`src/rtl/cond_unit_e_pkg.sv`:
```
// cond_unit_e_pkg
// Shared definitions for the execute-stage condition unit: ARM condition
// field encoding, RISC-V branch funct3 values and NZCV bit positions.
package cond_unit_e_pkg;

  typedef enum logic [3:0] {
    COND_EQ = 4'd0,
    COND_NE = 4'd1,
    COND_CS = 4'd2,
    COND_CC = 4'd3,
    COND_MI = 4'd4,
    COND_PL = 4'd5,
    COND_VS = 4'd6,
    COND_VC = 4'd7,
    COND_HI = 4'd8,
    COND_LS = 4'd9,
    COND_GE = 4'd10,
    COND_LT = 4'd11,
    COND_GT = 4'd12,
    COND_LE = 4'd13,
    COND_AL = 4'd14,
    COND_NV = 4'd15
  } cond_t;

  localparam logic [2:0] F3_BEQ  = 3'b000;
  localparam logic [2:0] F3_BNE  = 3'b001;
  localparam logic [2:0] F3_BLT  = 3'b100;
  localparam logic [2:0] F3_BGE  = 3'b101;
  localparam logic [2:0] F3_BLTU = 3'b110;
  localparam logic [2:0] F3_BGEU = 3'b111;

  localparam int N_IDX = 3;
  localparam int Z_IDX = 2;
  localparam int C_IDX = 1;
  localparam int V_IDX = 0;

endpackage

```
`src/rtl/cond_unit_e_check.sv`:
```
// cond_check
// Purely combinational condition evaluation.
//   armE     : 1 = evaluate ARM CondE against stored FlagsE
//   CondE    : ARM condition field
//   Funct3E  : RISC-V branch funct3
//   FlagsE   : architectural NZCV register
//   ALUFlags : NZCV of this cycle's Op1-Op2 subtract (RISC-V compares)
//   CondExE  : condition passes (always 1 for RISC-V)
//   BrOk     : RISC-V branch comparison outcome
module cond_check
  import cond_unit_e_pkg::*;
(
  input  logic       armE,
  input  logic [3:0] CondE,
  input  logic [2:0] Funct3E,
  input  logic [3:0] FlagsE,
  input  logic [3:0] ALUFlags,
  output logic       CondExE,
  output logic       BrOk
);

  logic n, z, c, v;
  logic an, az, ac, av;

  assign n  = FlagsE[N_IDX];
  assign z  = FlagsE[Z_IDX];
  assign c  = FlagsE[C_IDX];
  assign v  = FlagsE[V_IDX];
  assign an = ALUFlags[N_IDX];
  assign az = ALUFlags[Z_IDX];
  assign ac = ALUFlags[C_IDX];
  assign av = ALUFlags[V_IDX];

  always_comb begin
    CondExE = 1'b1;
    BrOk    = 1'b0;
    if (armE) begin
      case (cond_t'(CondE))
        COND_EQ: CondExE = z;
        COND_NE: CondExE = ~z;
        COND_CS: CondExE = c;
        COND_CC: CondExE = ~c;
        COND_MI: CondExE = n;
        COND_PL: CondExE = ~n;
        COND_VS: CondExE = v;
        COND_VC: CondExE = ~v;
        COND_HI: CondExE = c & ~z;
        COND_LS: CondExE = ~c | z;
        COND_GE: CondExE = (n == v);
        COND_LT: CondExE = (n != v);
        COND_GT: CondExE = ~z & (n == v);
        COND_LE: CondExE = z | (n != v);
        COND_AL: CondExE = 1'b1;
        COND_NV: CondExE = 1'b1;
        default: CondExE = 1'b1;
      endcase
    end else begin
      // ALU carry is a borrow flag here: C=1 means Op1 < Op2 unsigned.
      case (Funct3E)
        F3_BEQ:  BrOk = az;
        F3_BNE:  BrOk = ~az;
        F3_BLT:  BrOk = an ^ av;
        F3_BGE:  BrOk = ~(an ^ av);
        F3_BLTU: BrOk = ac;
        F3_BGEU: BrOk = ~ac;
        default: BrOk = 1'b0;
      endcase
    end
  end

endmodule

```
`src/rtl/cond_unit_e.sv`:
```
// cond_unit_e
// Execute-stage condition/branch unit for the combined ARM/RISC-V pipeline.
// Holds the ARM NZCV register, evaluates conditions/branches and gates the
// write enables of the instruction in E.
//   clk, reset            : clock, synchronous active-high reset
//   armE, ValidE          : ISA select, non-bubble instruction in E
//   StallE, FlushE        : E held / E squashed this cycle
//   CondE, Funct3E        : ARM condition / RISC-V branch funct3
//   BranchE, JumpE        : branch / unconditional RISC-V jump
//   FlagWriteE            : [1] write N,Z  [0] write C,V (ARM only)
//   RegWriteE, MemWriteE  : ungated write enables
//   ALUFlags              : NZCV from the ALU this cycle
//   FlagsE                : stored NZCV, fed back to the ALU
//   CondExE, PCSrcE       : executes / redirect fetch
//   RegWriteGE, MemWriteGE: gated write enables
//   BranchTakenM          : registered PCSrcE for hazard flushing
module cond_unit_e
  import cond_unit_e_pkg::*;
#(
  parameter logic [3:0] RESET_FLAGS = 4'b0000
) (
  input  logic       clk,
  input  logic       reset,
  input  logic       armE,
  input  logic       ValidE,
  input  logic       StallE,
  input  logic       FlushE,
  input  logic [3:0] CondE,
  input  logic [2:0] Funct3E,
  input  logic       BranchE,
  input  logic       JumpE,
  input  logic [1:0] FlagWriteE,
  input  logic       RegWriteE,
  input  logic       MemWriteE,
  input  logic [3:0] ALUFlags,
  output logic [3:0] FlagsE,
  output logic       CondExE,
  output logic       PCSrcE,
  output logic       RegWriteGE,
  output logic       MemWriteGE,
  output logic       BranchTakenM
);

  logic [3:0] flags_q;
  logic       live;
  logic       cond_raw;
  logic       br_ok;
  logic       pcsrc_raw;
  logic       flag_we;

  cond_check u_cond_check (
    .armE     (armE),
    .CondE    (CondE),
    .Funct3E  (Funct3E),
    .FlagsE   (flags_q),
    .ALUFlags (ALUFlags),
    .CondExE  (cond_raw),
    .BrOk     (br_ok)
  );

  assign live      = ValidE & ~FlushE;
  assign pcsrc_raw = armE ? (BranchE & cond_raw) : (JumpE | (BranchE & br_ok));

  assign FlagsE     = flags_q;
  assign CondExE    = live & cond_raw;
  assign PCSrcE     = live & pcsrc_raw;
  assign RegWriteGE = RegWriteE & CondExE;
  assign MemWriteGE = MemWriteE & CondExE;

  // A stalled instruction stays in E, so its flag write lands on the cycle
  // it finally leaves; the next ARM instruction then sees it directly.
  assign flag_we = armE & CondExE & ~StallE;

  always_ff @(posedge clk) begin
    if (reset) begin
      flags_q      <= RESET_FLAGS;
      BranchTakenM <= 1'b0;
    end else begin
      if (!StallE) begin
        BranchTakenM <= PCSrcE;
      end
      if (flag_we && FlagWriteE[1]) begin
        flags_q[N_IDX] <= ALUFlags[N_IDX];
        flags_q[Z_IDX] <= ALUFlags[Z_IDX];
      end
      if (flag_we && FlagWriteE[0]) begin
        flags_q[C_IDX] <= ALUFlags[C_IDX];
        flags_q[V_IDX] <= ALUFlags[V_IDX];
      end
    end
  end

endmodule

```
`config.mk`:
```
export PLATFORM = sky130hd
export DESIGN_NAME = cond_unit_e
export DESIGN_NICKNAME = d
export VERILOG_FILES = /design/src/rtl/cond_unit_e_pkg.sv /design/src/rtl/cond_unit_e_check.sv /design/src/rtl/cond_unit_e.sv
export SDC_FILE = /design/constraint.sdc
export NUM_CORES = 1
export LEC_CHECK = 0
export BUFFER_PORTS_ARGS = -buffer_cell sky130_fd_sc_hd__buf_4
export CORE_MARGIN = 4
export CORE_UTILIZATION = 35
export CTS_BUF_LIST = sky130_fd_sc_hd__clkbuf_2
export CTS_CLUSTER_DIAMETER = 200
export DETAILED_ROUTE_END_ITERATION = 16
export HOLD_SLACK_MARGIN = 0.03
export SYNTH_ARGS = -nofsm -noshare
export SYNTH_HDL_FRONTEND = slang
export SYNTH_SLANG_ARGS = --single-unit
```
`constraint.sdc`:
```
create_clock -name clk -period 2.2 [get_ports clk]
set_input_delay 0.11 -clock clk [delete_from_list [all_inputs] [get_ports clk]]
set_output_delay 0.11 -clock clk [all_outputs]
set_load 0.005 [all_outputs]
```
* Word level (Yosys, flattened, before mapping)
Index checks and enable logic that the tools add are counted.
** Storage, ports and cells
- Output and inout port bits :: 9
- Bits in latches :: 0
- Register bits :: 5
- Logic and storage cells :: 59
- Memories :: 0
- RAM bits :: 0
- Bits in read-only memories :: 0
** Cells by class
- Reduce and logical (&&, ||, !) cells :: 5
- Shift operators :: 0
- Add/subtract/negate cells :: 0
- Bitwise operators :: 24
- Multiplexer cells :: 5
- Divide/modulo/power cells :: 0
- $lt $le $gt $ge :: 0
- Equality and inequality tests :: 22
- Multipliers :: 0
** Operators by type and width (count)
- $eq A4 B4 Y1 const B :: 8
- $eq A4 B3 Y1 const B :: 4
- $pmux W1 S15 :: 1
- $eq A3 B3 Y1 const B :: 4
- $and A1 B1 Y1 :: 11
- $not A1 Y1 :: 9
- $eq A4 B2 Y1 const B :: 2
- $pmux W1 S6 :: 1
- $eq A4 B1 Y1 const B :: 1
- $logic_not A4 Y1 :: 1
- $eq A3 B1 Y1 const B :: 1
- $logic_not A3 Y1 :: 1
- $mux W1 :: 3
- $or A1 B1 Y1 :: 3
- $logic_and A1 B1 Y1 :: 2
- $reduce_or A2 Y1 :: 1
- $eq A1 B1 Y1 :: 1
- $ne A1 B1 Y1 :: 1
- $xor A1 B1 Y1 :: 1

* Logic depth before layout (Yosys ltp)
- Word-level depth :: 8
- Mapped depth :: 6
- Mapped depth without buffers :: 5

* Cells and area by module
From an unflattened synthesis, not the netlist that was laid out.
** Unflattened totals
- Cells, all modules :: 60
- Area total of the unflattened synthesis :: 491.7 sq um
** Modules (own cells, without submodules)
- cond_unit_e :: instances 1, cells each 31, area each 287.8 sq um, sequential area each 100.1 sq um
- cond_check :: instances 1, cells each 29, area each 203.9 sq um, sequential area each 0.0 sq um

* Worst setup path after synthesis
No wires, ideal clock.
- Kind :: register to register
- Start :: register flags_q[3] (netlist: FlagsE[3])
- End :: register BranchTakenM
- Period minus slack after synthesis :: 1.724 ns
- Required time :: 2.104 ns
- Setup time :: 0.096 ns
- Setup slack :: 0.476 ns
- Data arrival time :: 1.628 ns
- Stages on the path, launching flop included :: 6
- Cells stage by stage :: dfxtp_1 > xor2_1 > or4_4 > a31oi_4 > o311ai_4 > o41ai_2
** On the way
- Word-level cells in the longest chain between the ends :: 7
- Elaborated cells on any way between the ends :: 10
- Those cells by class :: eq/ne (2); mux (3); bitwise (5)
** RTL lines
- from (decl) :: RTL line cond_unit_e.sv:44 : logic [3:0] flags_q;
- from (signal, indexed assignment) :: RTL line cond_unit_e.sv:83 : flags_q[N_IDX] <= ALUFlags[N_IDX];
- from (signal, indexed assignment) :: RTL line cond_unit_e.sv:84 : flags_q[Z_IDX] <= ALUFlags[Z_IDX];
- from (signal, indexed assignment) :: RTL line cond_unit_e.sv:87 : flags_q[C_IDX] <= ALUFlags[C_IDX];
- $ne A1 B1 Y1 or $eq A1 B1 Y1 (tied branches)
- $or A1 B1 Y1 or $and A1 B1 Y1 (tied branches) :: RTL line cond_unit_e_check.sv:52, cond_unit_e_check.sv:51
- $pmux W1 S15 * :: RTL line cond_unit_e_check.sv:38 : case (cond_t'(CondE))
- $mux W1 * :: RTL line cond_unit_e_check.sv:37 : if (armE) begin
- $and A1 B1 Y1 * :: RTL line cond_unit_e.sv:62 : assign pcsrc_raw = armE ? (BranchE & cond_raw) : (JumpE | (BranchE & br_ok));
- $mux W1 * :: RTL line cond_unit_e.sv:62
- $and A1 B1 Y1 * :: RTL line cond_unit_e.sv:66 : assign PCSrcE = live & pcsrc_raw;
- to (signal assigned) :: RTL line cond_unit_e.sv:80 : BranchTakenM <= PCSrcE;
- to (decl) :: RTL line cond_unit_e.sv:41 : output logic BranchTakenM
Every way passes the cells marked *; elsewhere a longest branch is shown, timed or not.
A chain may end at the register's enable or synchronous reset.

* Worst setup path in the final report
- Start :: register flags_q[3] (netlist: FlagsE[3])
- End :: output port PCSrcE
** On the way
- Word-level cells in the longest chain between the ends :: 7
- Elaborated cells on any way between the ends :: 10
- Those cells by class :: eq/ne (2); mux (3); bitwise (5)
** RTL lines
- $ne A1 B1 Y1 or $eq A1 B1 Y1 (tied branches)
- $or A1 B1 Y1 or $and A1 B1 Y1 (tied branches) :: RTL line cond_unit_e_check.sv:52, cond_unit_e_check.sv:51
- $pmux W1 S15 * :: RTL line cond_unit_e_check.sv:38
- $mux W1 * :: RTL line cond_unit_e_check.sv:37
- $and A1 B1 Y1 * :: RTL line cond_unit_e.sv:62
- $mux W1 * :: RTL line cond_unit_e.sv:62
- $and A1 B1 Y1 * :: RTL line cond_unit_e.sv:66
- to (decl) :: RTL line cond_unit_e.sv:38 : output logic PCSrcE,
Marks and branches as above.

==> results.cfg <==
[status]
outcome = completed

[routing]
drt-wirelength-per-cell_microns = 12.6
drt-initial-drc-count = 9
wirelength_mm = 1.48
first_pass_iters = 4
postRouteAntennaNets = 0
num_vias = 618
drcViolationCount = 0
vias_per_cell = 5.24

[finish]
regArea_sq_um = 100
multiInputGateArea_sq_um = 462
fill_cells = 156
final_cells = 118
syn_to_final_growth_pct = 42.7
drive_gt1_share_pct = 41.2
diodes = 0
fin_nets = 126

[power_and_ir_drop]
powerDensity_nw_per_um2 = 329
power.leakage_uw = 0.000401
combPwrFrac_pct = 36.4
clockPowerShare_pct = 30.3
power_frac_seq_pct = 33.3
total_power_uw = 281
p_int_uw = 196
switchingPower_uw = 85.0
ir_drop_mv = 0.291
p_sw_share_pct = 30.3

[clock_tree]
clk_path_buf_depth = 2
clkTransAtPathRegs_ps = 60
clockRootBuffer = clkbuf_2
htree_num_levels = 1
cts_made_buffers = 3
post_cts_buffers = 0
clock-sinks = 5
cts_tree = done
postCtsHoldBufs = 0
clock_latency_ps = 220
ctsResizeCount = 0

[logic_synthesis]
netlist_top_cells_area = dfxtp_1, nand2b_1, mux2i_1, xor2_1, o311ai_2
yosysTopAreaCell = dfxtp_1
yosysMostFrequentCell = nand2b_1
synth.top_cells.by_count = nand2b_1, nor2_1, dfxtp_1, inv_1, mux2i_1
netlist_instances = 70
syn_area_sq_um = 598
syn_nets = 93
ys_async_sr_fraction_pct = 0
ys_types = 32
synthFlopType = dfxtp_1
synth_top_area_share_pct = 16.7
synth_seq_area_share_pct = 16.7
yosys_warnings = 0
ys_ff_latch = 5
syn_area_per_cell_sq_um = 8.54
synth_edf_count = 0

[critical_path]
path_class = reg2out
crit_buf_inv = 1
cpPeakStageDelay_ps = 500
worstSetupEndpointType = output port
crit_family = simple AND/OR/NAND/NOR gates
cp.arrival_ps = 1880
start_kind = flip-flop
cp_slowest_cell = or4_4
cp_data_required_time_ps = 2090
worstPathMaxFanout = 7
reg2reg_from = FlagsE[3]
reg2reg_depth = 5
crit_chain = xor2_1 > or4_4 > a31oi_4 > o311ai_4 > nor2_1 > buf_4
rrSetupSlack_ps = 410
r2r_end = BranchTakenM

[die]
die_x_microns = 49.3
core-area_sq_um = 1560
pin_count = 32
rows = 14
die_h_microns = 49.3
die-area_sq_um = 2430
start_util_pct = 38.4

[timing]
hold_viol_final = 0
grt_setup_unrepaired = false
fmax_ghz = 0.502
finalCriticalPeriod_ps = 1990
setup-violations-final = 0
tns_ps = 0
period_share_pct = 90.5
skew_ps = 4.15
report.final.slew_viol_count = 0
relSlewSlack_pct = 63.4
worst_slew_pin_slew_ps = 542

[global_routing]
antenna_found_initial = 0
grtUsageTotal_pct = 12.9
grt_pass1_vias = 558
grt_pass1_wl_mm = 2.46
grt_overflow = 0
grt_max_degree = 13

[worst_hold_path]
hold_depth = 2
hold_end = BranchTakenM
hold_path.startpoint = StallE
hold_path.class = in2reg

[placed_design]
gp_congestion = 0.719
dp.cells = 114
place_hpwl_mm = 1.24
port_buffers = 31

[job]
drv_cap = 0
## sequential cells by signal (all words and copies together), names as in the netlist
signal,count
FlagsE,4
BranchTakenM,1
## logic make-up (layout without fill, tap and decap cells)
group | Yosys count | in the layout | synth area share, %
AO/OA/AOI/OAI | 15 | 15 | 28.2
multiplexers | 5 | 5 | 8.37
flip-flops | 5 | 5 | 16.7
XOR/XNOR | 5 | 5 | 7.32
AND/OR/NAND/NOR | 32 | 32 | 33.3
buffers and inverters | 8 | 40 | 6.07
## power groups by stage
| stage | logic [uW] | clock network [uW] | registers, uW |
|---|---|---|---|
| 2_1_floorplan | 54.0 | 0 | 95.2 |
| 3_3_place_gp | 102 | 0 | 95.4 |
| 3_5_place_dp | 103 | 0 | 95.5 |
| 6_report | 102 | 85.2 | 93.5 |
| 4_1_cts | 103 | 88.8 | 93.5 |
| 5_1_grt | 113 | 95.5 | 93.6 |
## layout by cell type (no fill, tap or decap), drive strengths merged, types with 2 or more instances in the layout
cell    netlist  final
dfxtp         5      5
clkbuf        0      4
o311ai        3      3
nor4bb        3      3
inv           5      5
a21oi         2      2
nor2          7      7
nand3         3      3
mux2i         5      5
o21ai         2      2
nand3b        2      2
buf           3     31
nand2b        9      9
xor2          4      4
a31oi         3      3
## routing by layer
layer	share of wire [%]	track usage, %	vias to the layer above
met5	0	0	-
met4	0.67	0.948	0
li1	-	-	320
met1	43	16.3	275
met3	8.4	7.34	2
met2	48	19.6	21
## stage by stage
stage,hold WS [ps],setup WS (ps),utilization [%],instance area (sq um)
finish,104,209,54.7,853
global route,84.1,40.0,54.7,853
CTS,96.9,175,54.7,853
detailed placement,337,386,53.5,833
global placement,331,430,53.5,833
floorplan,213,476,-,598
## worst max-delay path by stage
stage,end,from,slack (ps),depth (start not counted)
after floorplan,BranchTakenM,FlagsE[3],480,5
after global placement,BranchTakenM,FlagsE[3],430,5
after detailed placement,BranchTakenM,FlagsE[3],390,5
after CTS,PCSrcE,FlagsE[3],170,6
after global routing,MemWriteGE,FlagsE[3],40,6
final,PCSrcE,FlagsE[3],210,6
## final cells by class
type | instances | area share, %
Tap cell | 16 | 2.35
Multi-Input combinational cell | 57 | 54.1
Sequential cell | 5 | 11.7
Timing Repair Buffer | 31 | 27.3
Inverter | 5 | 2.20
Clock buffer | 4 | 2.35
(Power assumes the default switching activity.)
